==> config.mk <==
export PLATFORM = sky130hd
export DESIGN_NAME = lzrw1_decomp_sched_flat
export DESIGN_NICKNAME = d
export VERILOG_FILES = /design/src/rtl/lzrw1_decomp_sched_pkg.sv /design/src/rtl/lzrw1_decomp_sched_if.sv /design/src/rtl/lzrw1_decomp_sched_cw_unpacker.sv /design/src/rtl/lzrw1_decomp_sched.sv /design/src/flat_wrapper.sv
export SDC_FILE = /design/constraint.sdc
export NUM_CORES = 1
export LEC_CHECK = 0
export ABC_AREA = 1
export CORE_MARGIN = 4
export CORE_UTILIZATION = 43
export CTS_CLUSTER_SIZE = 8
export DETAILED_ROUTE_END_ITERATION = 8
export PLACE_DENSITY = 0.67
export SLEW_MARGIN = 10
export SYNTH_ARGS = -nofsm -noshare
export SYNTH_HDL_FRONTEND = slang
export SYNTH_SLANG_ARGS = --single-unit
export TNS_END_PERCENT = 100
==> constraint.sdc <==
create_clock -name clock -period 5.15 [get_ports clock]
set_input_delay 1.2875 -clock clock [delete_from_list [all_inputs] [get_ports clock]]
set_output_delay 1.2875 -clock clock [all_outputs]
set_load 0.02 [all_outputs]
==> src/rtl/lzrw1_decomp_sched_pkg.sv <==
// Shared definitions for the LZRW1 decompression scheduler and its neighbours:
// sequencer state encoding, stream word width and control-word group size.
package lzrw1_pkg;

  localparam int WORD_W     = 16;
  localparam int GROUP_SIZE = 16;
  localparam int GRP_W      = $clog2(GROUP_SIZE);

  typedef enum logic [2:0] {
    ST_IDLE,
    ST_LOAD_CW,
    ST_FETCH,
    ST_ISSUE,
    ST_WAIT_ACK,
    ST_WAIT_DONE,
    ST_FINISH
  } sched_state_t;

  // Increment that sticks at all-ones instead of wrapping.
  function automatic logic [WORD_W-1:0] sat_inc(input logic [WORD_W-1:0] v);
    logic [WORD_W-1:0] r;
    r = (&v) ? v : v + 1'b1;
    return r;
  endfunction

endpackage

==> src/rtl/lzrw1_decomp_sched_if.sv <==
// Bundle of the job-control, upstream stream, decompressor handshake and
// status signals of the LZRW1 scheduler. master = scheduler, slave = its
// environment (job controller, stream source, decompressor).
interface lzrw1_decomp_sched_if #(
  parameter int CNT_W = 13
);
  import lzrw1_pkg::*;

  logic               start;
  logic [CNT_W-1:0]   num_items;
  logic [WORD_W-1:0]  in_word;
  logic               in_valid;
  logic               in_ready;
  logic [WORD_W-1:0]  dec_data_in;
  logic               dec_control_word_in;
  logic               dec_data_in_valid;
  logic               dec_busy;
  logic               dec_out_valid;
  logic [WORD_W-1:0]  byte_count;
  logic               sched_busy;
  logic               done;
  logic               error;

  modport master (
    input  start, num_items, in_word, in_valid, dec_busy, dec_out_valid,
    output in_ready, dec_data_in, dec_control_word_in, dec_data_in_valid,
           byte_count, sched_busy, done, error
  );

  modport slave (
    output start, num_items, in_word, in_valid, dec_busy, dec_out_valid,
    input  in_ready, dec_data_in, dec_control_word_in, dec_data_in_valid,
           byte_count, sched_busy, done, error
  );

endinterface

==> src/rtl/lzrw1_decomp_sched_cw_unpacker.sv <==
// Control-word unpacker: holds the current 16-bit control word and the index
// of the item within its group. Bits are consumed LSB-first; group_end flags
// that the item now being retired is the last one covered by this word.
module lzrw1_cw_unpacker
  import lzrw1_pkg::*;
(
  input  logic              clock,
  input  logic              reset,
  input  logic              load,
  input  logic              shift,
  input  logic [WORD_W-1:0] word,
  output logic              cur_bit,
  output logic              group_end
);

  logic [WORD_W-1:0] cw_q, cw_d;
  logic [GRP_W-1:0]  grp_idx_q, grp_idx_d;

  // Load a fresh control word, or step to the next item's bit.
  always_comb begin
    cw_d      = cw_q;
    grp_idx_d = grp_idx_q;
    if (load) begin
      cw_d      = word;
      grp_idx_d = '0;
    end else if (shift) begin
      cw_d      = {1'b0, cw_q[WORD_W-1:1]};
      grp_idx_d = grp_idx_q + 1'b1;
    end
  end

  // Shift register and group index storage.
  always_ff @(posedge clock or posedge reset) begin
    if (reset) begin
      cw_q      <= '0;
      grp_idx_q <= '0;
    end else begin
      cw_q      <= cw_d;
      grp_idx_q <= grp_idx_d;
    end
  end

  assign cur_bit   = cw_q[0];
  assign group_end = (grp_idx_q == GRP_W'(GROUP_SIZE - 1));

endmodule

==> src/rtl/lzrw1_decomp_sched.sv <==
// LZRW1 decompression scheduler: pulls a control word and up to 16 items per
// group from the upstream stream, issues items one at a time to the
// decompressor under its busy handshake, counts output bytes and flags done.
// Optional busy watchdog: define LZRW1_SCHED_TIMEOUT_EN.
module lzrw1_decomp_sched
  import lzrw1_pkg::*;
#(
  parameter int MAX_ITEMS      = 4096,
  parameter int CNT_W          = $clog2(MAX_ITEMS + 1),
  parameter int TIMEOUT_CYCLES = 1024
) (
  input  logic                 clock,
  input  logic                 reset,
  lzrw1_decomp_sched_if.master bus
);

  sched_state_t      state_q, state_d;
  logic [CNT_W-1:0]  items_left_q, items_left_d;
  logic [WORD_W-1:0] byte_count_q, byte_count_d;
  logic [WORD_W-1:0] dec_data_q, dec_data_d;
  logic              dec_ctrl_q, dec_ctrl_d;
  logic              dec_valid_q, dec_valid_d;
  logic              sched_busy_q, sched_busy_d;
  logic              done_q, done_d;
  logic              error_q, error_d;

  logic cw_load, cw_shift, cur_bit, group_end;

  lzrw1_cw_unpacker u_unpacker (
    .clock     (clock),
    .reset     (reset),
    .load      (cw_load),
    .shift     (cw_shift),
    .word      (bus.in_word),
    .cur_bit   (cur_bit),
    .group_end (group_end)
  );

`ifdef LZRW1_SCHED_TIMEOUT_EN
  localparam int WD_W = $clog2(TIMEOUT_CYCLES + 1);
  logic [WD_W-1:0] wd_q, wd_d;
`else
  // Watchdog limit has no effect without the watchdog.
  logic [31:0] unused_timeout;
  assign unused_timeout = 32'(TIMEOUT_CYCLES);
`endif

  // Next-state, datapath and status decode for the sequencer.
  always_comb begin
    state_d      = state_q;
    items_left_d = items_left_q;
    byte_count_d = byte_count_q;
    dec_data_d   = dec_data_q;
    dec_ctrl_d   = dec_ctrl_q;
    dec_valid_d  = 1'b0;
    sched_busy_d = sched_busy_q;
    done_d       = done_q;
    error_d      = error_q;
    cw_load      = 1'b0;
    cw_shift     = 1'b0;

    if (sched_busy_q && bus.dec_out_valid) begin
      byte_count_d = sat_inc(byte_count_q);
    end

    case (state_q)
      ST_IDLE: begin
        if (bus.start) begin
          byte_count_d = '0;
          done_d       = 1'b0;
          error_d      = 1'b0;
          sched_busy_d = 1'b1;
          if (bus.num_items == '0) begin
            state_d = ST_FINISH;
          end else begin
            items_left_d = bus.num_items;
            state_d      = ST_LOAD_CW;
          end
        end
      end
      ST_LOAD_CW: begin
        if (bus.in_valid) begin
          cw_load = 1'b1;
          state_d = ST_FETCH;
        end
      end
      ST_FETCH: begin
        if (bus.in_valid) begin
          dec_data_d = bus.in_word;
          dec_ctrl_d = cur_bit;
          state_d    = ST_ISSUE;
        end
      end
      ST_ISSUE: begin
        if (!bus.dec_busy) begin
          dec_valid_d = 1'b1;
          state_d     = ST_WAIT_ACK;
        end
      end
      ST_WAIT_ACK: begin
        if (bus.dec_busy) begin
          state_d = ST_WAIT_DONE;
        end
      end
      ST_WAIT_DONE: begin
        if (!bus.dec_busy) begin
          items_left_d = items_left_q - 1'b1;
          cw_shift     = 1'b1;
          if (items_left_q == CNT_W'(1)) begin
            state_d = ST_FINISH;
          end else if (group_end) begin
            state_d = ST_LOAD_CW;
          end else begin
            state_d = ST_FETCH;
          end
        end
      end
      ST_FINISH: begin
        done_d       = 1'b1;
        sched_busy_d = 1'b0;
        state_d      = ST_IDLE;
      end
      default: begin
        state_d = ST_IDLE;
      end
    endcase

`ifdef LZRW1_SCHED_TIMEOUT_EN
    // The counter restarts whenever the wait states are entered or left, so
    // only an uninterrupted stay in WAIT_ACK or WAIT_DONE can trip it.
    wd_d = '0;
    if ((state_q == ST_WAIT_ACK || state_q == ST_WAIT_DONE) && state_d == state_q) begin
      if (wd_q == WD_W'(TIMEOUT_CYCLES - 1)) begin
        error_d      = 1'b1;
        done_d       = 1'b1;
        sched_busy_d = 1'b0;
        state_d      = ST_IDLE;
      end else begin
        wd_d = wd_q + 1'b1;
      end
    end
`endif
  end

  // Sequencer state and registered outputs.
  always_ff @(posedge clock or posedge reset) begin
    if (reset) begin
      state_q      <= ST_IDLE;
      items_left_q <= '0;
      byte_count_q <= '0;
      dec_data_q   <= '0;
      dec_ctrl_q   <= 1'b0;
      dec_valid_q  <= 1'b0;
      sched_busy_q <= 1'b0;
      done_q       <= 1'b0;
      error_q      <= 1'b0;
    end else begin
      state_q      <= state_d;
      items_left_q <= items_left_d;
      byte_count_q <= byte_count_d;
      dec_data_q   <= dec_data_d;
      dec_ctrl_q   <= dec_ctrl_d;
      dec_valid_q  <= dec_valid_d;
      sched_busy_q <= sched_busy_d;
      done_q       <= done_d;
      error_q      <= error_d;
    end
  end

`ifdef LZRW1_SCHED_TIMEOUT_EN
  // Busy watchdog counter.
  always_ff @(posedge clock or posedge reset) begin
    if (reset) begin
      wd_q <= '0;
    end else begin
      wd_q <= wd_d;
    end
  end
`endif

  assign bus.in_ready            = (state_q == ST_LOAD_CW) || (state_q == ST_FETCH);
  assign bus.dec_data_in         = dec_data_q;
  assign bus.dec_control_word_in = dec_ctrl_q;
  assign bus.dec_data_in_valid   = dec_valid_q;
  assign bus.byte_count          = byte_count_q;
  assign bus.sched_busy          = sched_busy_q;
  assign bus.done                = done_q;
  assign bus.error               = error_q;

endmodule

==> src/flat_wrapper.sv <==
// flat-port wrapper written by rule: the top's interface ports become plain ports
module lzrw1_decomp_sched_flat import lzrw1_pkg::*;
#(
  parameter int MAX_ITEMS      = 4096,
  parameter int CNT_W          = $clog2(MAX_ITEMS + 1),
  parameter int TIMEOUT_CYCLES = 1024
)
  (clock, reset, bus_start, bus_num_items, bus_in_word, bus_in_valid, bus_dec_busy, bus_dec_out_valid, bus_in_ready, bus_dec_data_in, bus_dec_control_word_in, bus_dec_data_in_valid, bus_byte_count, bus_sched_busy, bus_done, bus_error);
  lzrw1_decomp_sched_if #(.CNT_W(CNT_W)) bus_i ();
  input  logic clock;
  input  logic reset;
  input wire logic [$bits(bus_i.start)-1:0] bus_start;
  input wire logic [$bits(bus_i.num_items)-1:0] bus_num_items;
  input wire logic [$bits(bus_i.in_word)-1:0] bus_in_word;
  input wire logic [$bits(bus_i.in_valid)-1:0] bus_in_valid;
  input wire logic [$bits(bus_i.dec_busy)-1:0] bus_dec_busy;
  input wire logic [$bits(bus_i.dec_out_valid)-1:0] bus_dec_out_valid;
  output wire logic [$bits(bus_i.in_ready)-1:0] bus_in_ready;
  output wire logic [$bits(bus_i.dec_data_in)-1:0] bus_dec_data_in;
  output wire logic [$bits(bus_i.dec_control_word_in)-1:0] bus_dec_control_word_in;
  output wire logic [$bits(bus_i.dec_data_in_valid)-1:0] bus_dec_data_in_valid;
  output wire logic [$bits(bus_i.byte_count)-1:0] bus_byte_count;
  output wire logic [$bits(bus_i.sched_busy)-1:0] bus_sched_busy;
  output wire logic [$bits(bus_i.done)-1:0] bus_done;
  output wire logic [$bits(bus_i.error)-1:0] bus_error;
  assign bus_i.start = bus_start;
  assign bus_i.num_items = bus_num_items;
  assign bus_i.in_word = bus_in_word;
  assign bus_i.in_valid = bus_in_valid;
  assign bus_i.dec_busy = bus_dec_busy;
  assign bus_i.dec_out_valid = bus_dec_out_valid;
  assign bus_in_ready = bus_i.in_ready;
  assign bus_dec_data_in = bus_i.dec_data_in;
  assign bus_dec_control_word_in = bus_i.dec_control_word_in;
  assign bus_dec_data_in_valid = bus_i.dec_data_in_valid;
  assign bus_byte_count = bus_i.byte_count;
  assign bus_sched_busy = bus_i.sched_busy;
  assign bus_done = bus_i.done;
  assign bus_error = bus_i.error;
  lzrw1_decomp_sched #(.MAX_ITEMS(MAX_ITEMS), .CNT_W(CNT_W), .TIMEOUT_CYCLES(TIMEOUT_CYCLES)) u_core (.clock(clock), .reset(reset), .bus(bus_i));
endmodule
# --- Yosys cells after proc, flatten, opt, wreduce, memory -nomap -nowiden ---
# Cells that the tools add are included.
# W data, S select, Z words.
totals:
  inputBits: 35
  elab_cells: 71
  ff_bits: 72
op_classes:
  n_mux: 31
  reduce_logical: 12
  add_sub_neg: 3
  eq_ne: 15
op_table:
  columns: ["cell", "count"]
  rows:
  - ["$mux W16", 6]
  - ["$mux W13", 3]
  - ["$pmux W13 S2", 1]
  - ["$mux W3", 8]
  - ["$pmux W3 S6", 1]
  - ["$add A16 B1 Y16 const B", 1]
  - ["$reduce_and A16 Y1", 1]
  - ["$ne A2 B2 Y1 const B", 7]
  - ["$eq A13 B1 Y1 const B", 1]
  - ["$logic_not A13 Y1", 1]
  - ["$sub A13 B1 Y13 const B", 1]
  - ["$eq A3 B3 Y1 const B", 3]
  - ["$mux W4", 2]
  - ["$mux W1", 7]
  - ["$eq A3 B2 Y1 const B", 2]
  - ["$reduce_and A6 Y1", 1]
  - ["$reduce_bool A2 Y1", 3]
  - ["$add A4 B1 Y4 const B", 1]
  - ["$eq A4 B4 Y1 const B", 1]
  - ["$pmux W1 S2", 2]
  - ["$reduce_and A2 Y1", 2]
  - ["$reduce_and A4 Y1", 1]
  - ["$eq A3 B1 Y1 const B", 1]
  - ["$logic_not A3 Y1", 1]
  - ["3 further kinds", 3]

# --- Depth between registers and ports, before layout ---
depth:
  ltp_word: 5
  depth_mapped: 10
  mapped_depth_nobuf: 10

# --- Modules after synthesis ---
# A second synthesis with hierarchy kept.
hier_totals:
  hier_cells: 533
  hier_area_um2: 4031.4
by_module_without_submodules:
  columns: ["module", "instances", "seq_area_each_um2", "cells_per_inst", "area_per_inst_um2"]
  rows:
  - ["lzrw1_decomp_sched", 1, 1301.2, 424, 3079.2]
  - ["lzrw1_cw_unpacker", 1, 500.5, 109, 952.2]

# --- Worst setup path after synthesis ---
# OpenSTA, ideal clock, no wires.
synth_timing:
  kind: "input to register"
  from: "input bus_dec_out_valid"
  to: "register u_core.byte_count_q[12], in the netlist u_core.bus.byte_count[12]"
  n_path_buf: 0
  arrival_time_ns: 2.055
  path_stages: 7
  required_time_ns: 5.035
  setup_time_ns: 0.115
  path_slack_ns: 2.980
  cell_sequence: "nand2_1 > clkinv_1 > nand2_1 > nor2_1 > or2_2 > inv_1 > nor2_1"
synth_via:
  elab_chain_len: 4
synth_rtl:
  columns: ["element", "line_no", "rtl"]
  rows:
  - ["start: declaration", "flat_wrapper.sv:17", "input wire logic [$bits(bus_i.dec_out_valid)-1:0] bus_dec_out_valid;"]
  - ["$logic_and A1 B1 Y1 (*)", "lzrw1_decomp_sched.sv:62", "if (sched_busy_q && bus.dec_out_valid) begin"]
  - ["$mux W16 (*)", "lzrw1_decomp_sched.sv:62", null]
  - ["$mux W16", "lzrw1_decomp_sched.sv:68", "if (bus.start) begin"]
  - ["$mux W16 (*)", "lzrw1_decomp_sched.sv:66", "case (state_q)"]
  - ["via u_core.byte_count_d[12]", "lzrw1_decomp_sched.sv:19", "logic [WORD_W-1:0] byte_count_q, byte_count_d;"]
  - ["end signal: assignment", "lzrw1_decomp_sched.sv:160", "byte_count_q <= byte_count_d;"]
  - ["end: declaration", "lzrw1_decomp_sched.sv:19", null]
# The timed path passes the listed nets; every way through them passes the cells marked *.
# A chain may end at the register's enable or synchronous reset.

# --- Final worst setup path ---
layout_timing:
  from: "register u_core.state_q[0]"
  to: "output bus_in_ready"
layout_via:
  elab_chain_len: 2
  word_cells_on_any_way: 3
layout_rtl:
  columns: ["element", "line_no", "rtl"]
  rows:
  - ["start: declaration", "lzrw1_decomp_sched.sv:17", "sched_state_t state_q, state_d;"]
  - ["start signal: assignment", "lzrw1_decomp_sched.sv:158", "state_q <= state_d;"]
  - ["$eq A3 B1 Y1 / $eq A3 B2 Y1 (equally long branches)", "lzrw1_decomp_sched.sv:181", "assign bus.in_ready = (state_q == ST_LOAD_CW) || (state_q == ST_FETCH);"]
  - ["$logic_or A1 B1 Y1 (*)", "lzrw1_decomp_sched.sv:181", null]
  - ["end: declaration", "flat_wrapper.sv:18", "output wire logic [$bits(bus_i.in_ready)-1:0] bus_in_ready;"]
# Mark *: on every way between the ends. The rest lies on a longest branch, timed or not.

==> parameters.txt <==
Parameter                              Value

Run status
  Result of the run ... finished clean

Worst setup path
  Worst Path Class, Setup ... flip-flop to output pin
  Arrival @ worst endpoint ... 1.87 ns
  Critical path depth ... 5
  Buffering stage count on the worst path with inverters included ... 2
  Required time reported for the critical path endpoint ... around 3.9 ns
  Worst reg2reg path endpoint ... u_core.bus.dec_data_in[14]
  Largest delay share family, worst path ... buffers and inverters
  Worst-path cell chain ... inv_2, nor2_4, nand2_1, nand2_1, clkdlybuf4s50_1
  Setup slack of the worst register-to-register path ... approximately 3 ns
  Longest individual stage delay on the worst path ... 0.64 ns
  Critical-path maximum fanout ... 5
  CP endpoint kind ... output pin
  Most used cell, CP ... sky130_fd_sc_hd__nand2_1
  R2R Path Start ... u_core.state_q[1]
  Setup crit start kind ... flip-flop
  Worst-case reg-to-reg path depth ... 4
  Slowest stage cell, crit path ... sky130_fd_sc_hd__clkdlybuf4s50_1

Die
  Count of boundary I/O pins ... between 70 and 80
  Initial core utilization ... 44.1%
  Die Y ... ~110 um
  Width of the die ... between 100 and 150 um
  Die footprint ... between 10,000 and 15,000 um^2
  Row count ... 35
  Core Region ... around 9200 um^2

GRT
  Number of global-route vias before repair ... between 3,000 and 4,000
  Initial antenna violation count ... 0
  First-pass GRT wire length ... roughly 16 mm
  Overflow left after global routing ... 0
  Layer with the highest usage after global routing ... met2
  Pin count of the biggest net entering global routing ... 52
  Global routing usage summed across all routing layers ... around 17%
  GR Layer Usage met3 ... between 3 and 4%
  Met1 track utilization from global routing ... a little under a quarter
  Met2 Resource Use GR ... 28.4%

Timing
  Slew at the pin closest to its max-slew limit ... approximately 1.1 ns
  Share of the clock period used by the worst path after layout ... about three fifths
  Accumulated negative setup slack ... 0 ns
  Min cycle time layout ... 3.16 ns
  Worst-case clock skew ... approximately 0.015 ns
  Worst slew margin relative to its limit ... 29.2%
  Final count of hold timing violations ... 0
  Timing-limited maximum frequency ... roughly 0.32 GHz
  Setup repair after global routing missed its margin ... false
  Worst path setup slack after routing ... between 1.5 and 2 ns
  Final setup vio count ... 0
  Final max-slew violation count ... 0

Cells and area
  Layout Nets ... 671
  Area growth from synthesis to layout ... 23.6%
  Fraction of final layout cells with drive strength greater than 1 ... 7.54%
  Total inserted antenna cells ... 0

Synth
  Syn. warnings ... 0
  Number of instances in the synthesized netlist ... about 560
  Share of the synthesized area in the top cell type ... about 44%
  Count leader, synth ... sky130_fd_sc_hd__nand2_1
  Proportion of register bits with asynchronous set or reset after synthesis ... 100%
  Synth top cells by count ... 194 x sky130_fd_sc_hd__nand2_1, 77 x sky130_fd_sc_hd__inv_1, 72 x sky130_fd_sc_hd__dfrtp_1, 54 x sky130_fd_sc_hd__nor2_1, 36 x sky130_fd_sc_hd__nand3_1
  EDFF count, synth ... 0
  Distinct cell type count of the synthesized netlist ... 35
  Sequential share of the synthesized area ... between 40% and 50%
  Syn_area_per_cell ... between 7 and 8 um^2
  Syn Std Cell Area ... just over 4000 um^2
  Post-synth top flop ... sky130_fd_sc_hd__dfrtp_1
  Library cell with the largest summed area after synthesis ... sky130_fd_sc_hd__dfrtp_1
  Flops & latches, synth ... between 70 and 80
  Synthesized netlist net count ... ~600
  Area contributors post-synth ... sky130_fd_sc_hd__dfrtp_1 44%, sky130_fd_sc_hd__nand2_1 18%, sky130_fd_sc_hd__inv_1 7.1%, sky130_fd_sc_hd__nor2_1 5.0%, sky130_fd_sc_hd__nand3_1 4.4%

Pwr
  Power, Total ... between 2 and 3 mW
  Leak ... roughly 2.5 nW
  Internal power contribution ... 1.45 mW
  Maximum VDD drop ... around 0.00027 V
  Switching share of power ... 43.3%
  Sequential cell fraction of total power ... 37.3%
  Psw ... roughly 1.1 mW
  Cell area power density ... ~510 nW/um^2
  Comb power frac ... 44.3%
  Clock network fraction of design power ... a little under a fifth

Drt
  Via density ... about 5
  Final ANT Viol Nets ... 0
  First-pass detailed-route iteration total ... 4
  Routed Wire Length ... around 9.4 mm
  Via total after detailed routing ... around 3,700
  Average wire per cell in the routed design ... 12.6 um
  Residual DRC ... 0
  Count of routing violations after the opening detailed-route iteration ... roughly 120

Clock tree
  Total of hold buffers inserted after clock tree synthesis ... 0
  Clock input transition at the sequential cells of the worst setup and hold paths ... 0.08 ns
  Number of levels in the clock H-tree ... 3
  Latest clock arrival within the worst-skew pair ... roughly 0.34 ns
  TritonCTS clock tree ... built
  Clock root buffer ... sky130_fd_sc_hd__clkbuf_8
  CTS buffer count ... 9
  Maximum buffer depth of the clock tree ... 2
  Post-CTS Setup Inserts ... 0
  Number of gates given a new drive strength after cts ... 0
  Sinks on Clock Net ... just over 70

Min path
  Depth of the worst hold-timing path ... 2
  Class of the tightest hold or removal check ... flip-flop to flip-flop
  Worst min-delay path endpoint ... u_core.items_left_q[9]
  Hold path start ... u_core.items_left_q[9]

Placement
  Number of I/O port buffers ... approximately 70
  Place WS ... between 1.5 and 2 ns
  DP Wirelength ... 7.03 mm
  Weighted congestion at the end of routability-driven global placement ... approximately 0.87

Run
  Max Cap Viol ... 0
==> worst max-delay path by stage <==
stage | end | from | slack [ns]
2_1_floorplan | u_core.bus.byte_count[0] | reset | 2.04
3_3_place_gp | u_core.bus.dec_data_in[14] | bus_in_valid | 2.01
3_5_place_dp | u_core.bus.dec_data_in[14] | bus_in_valid | 1.95
4_1_cts | bus_in_ready | u_core.state_q[0] | 1.99
5_1_grt | bus_in_ready | u_core.state_q[0] | 1.88
6_report | bus_in_ready | u_core.state_q[0] | 1.99
==> final cells by class <==
class	instances	area (um^2)
multi-input combinational	392	1830
clock inverter	7	83.8
fill	890	4180
sequential	72	1800
inverter	85	319
timing repair buffer	72	718
clock buffer	9	124
tap	111	139
==> placed cells by master, fill, tap and decap left out, drive strengths merged <==
master	n
o22ai	1
bufinv	1
clkdlybuf4s50	71
o21ai	41
buf	1
nor3b	1
or2	1
nand4	9
nand3	37
clkinv	2
clkbuf	9
mux2	1
conb	1
inv	88
nand3b	1
nor2	62
a31oi	1
dfrtp	72
a21oi	11
xor2	1
clkinvlp	1
o211ai	12
ha	4
nand2	198
o221ai	2
nor3	7
o31ai	1
==> tightest hold or removal path, delay by kind of cell (launching register included) <==
kind             cells  cell delay (ns)
flip-flops           1             0.36
AND/OR/NAND/NOR      2             0.10
==> power groups by stage <==
stage	clock network, mW	logic (mW)	registers, mW
floorplan	0	0.702	1.03
global placement	0	1.11	0.957
detailed placement	0	1.14	0.959
CTS	0.488	1.15	0.952
global route	0.510	1.29	0.981
finish	0.471	1.14	0.955
==> registers in the layout, summed over array words and instances, names as in the netlist, 3 cells and up <==
register                     cells
u_core.u_unpacker.cw_q          16
u_core.state_q                   3
u_core.u_unpacker.grp_idx_q      4
u_core.bus.dec_data_in          16
u_core.bus.byte_count           16
u_core.items_left_q             13
==> metrics by stage <==
step           utilization [%]  instance area, um^2  hold slack [ns]  cells
6_report                  54.6                 5020            0.488    748
3_5_place_dp              52.3                 4810            0.468    732
2_1_floorplan                -                 4060            0.442    563
5_1_grt                   54.6                 5020            0.497    748
4_1_cts                   54.6                 5020            0.487    748
3_3_place_gp              52.3                 4810            0.462    732
==> cell families (layout without fill, tap and decap cells) <==
kind of cell | count (synthesis) | count (layout) | share of synthesized area (%)
AO/OA/AOI/OAI | 69 | 69 | 10.4
XOR/XNOR | 1 | 1 | 0.216
adder cells (fa/ha/maj) | 4 | 4 | 1.23
buffers and inverters | 99 | 173 | 10.5
flip-flops | 72 | 72 | 44.4
multiplexers | 1 | 1 | 0.277
other | 1 | 1 | 0.0924
AND/OR/NAND/NOR | 316 | 316 | 32.9
==> routing by layer <==
layer / vias up / wire [um]
li1: 1901 / -
met1: 1759 / 4490
met2: 78 / 4450
met3: 4 / 455
met4: 0 / 42
met5: - / 0
(Power assumes the default switching activity.)
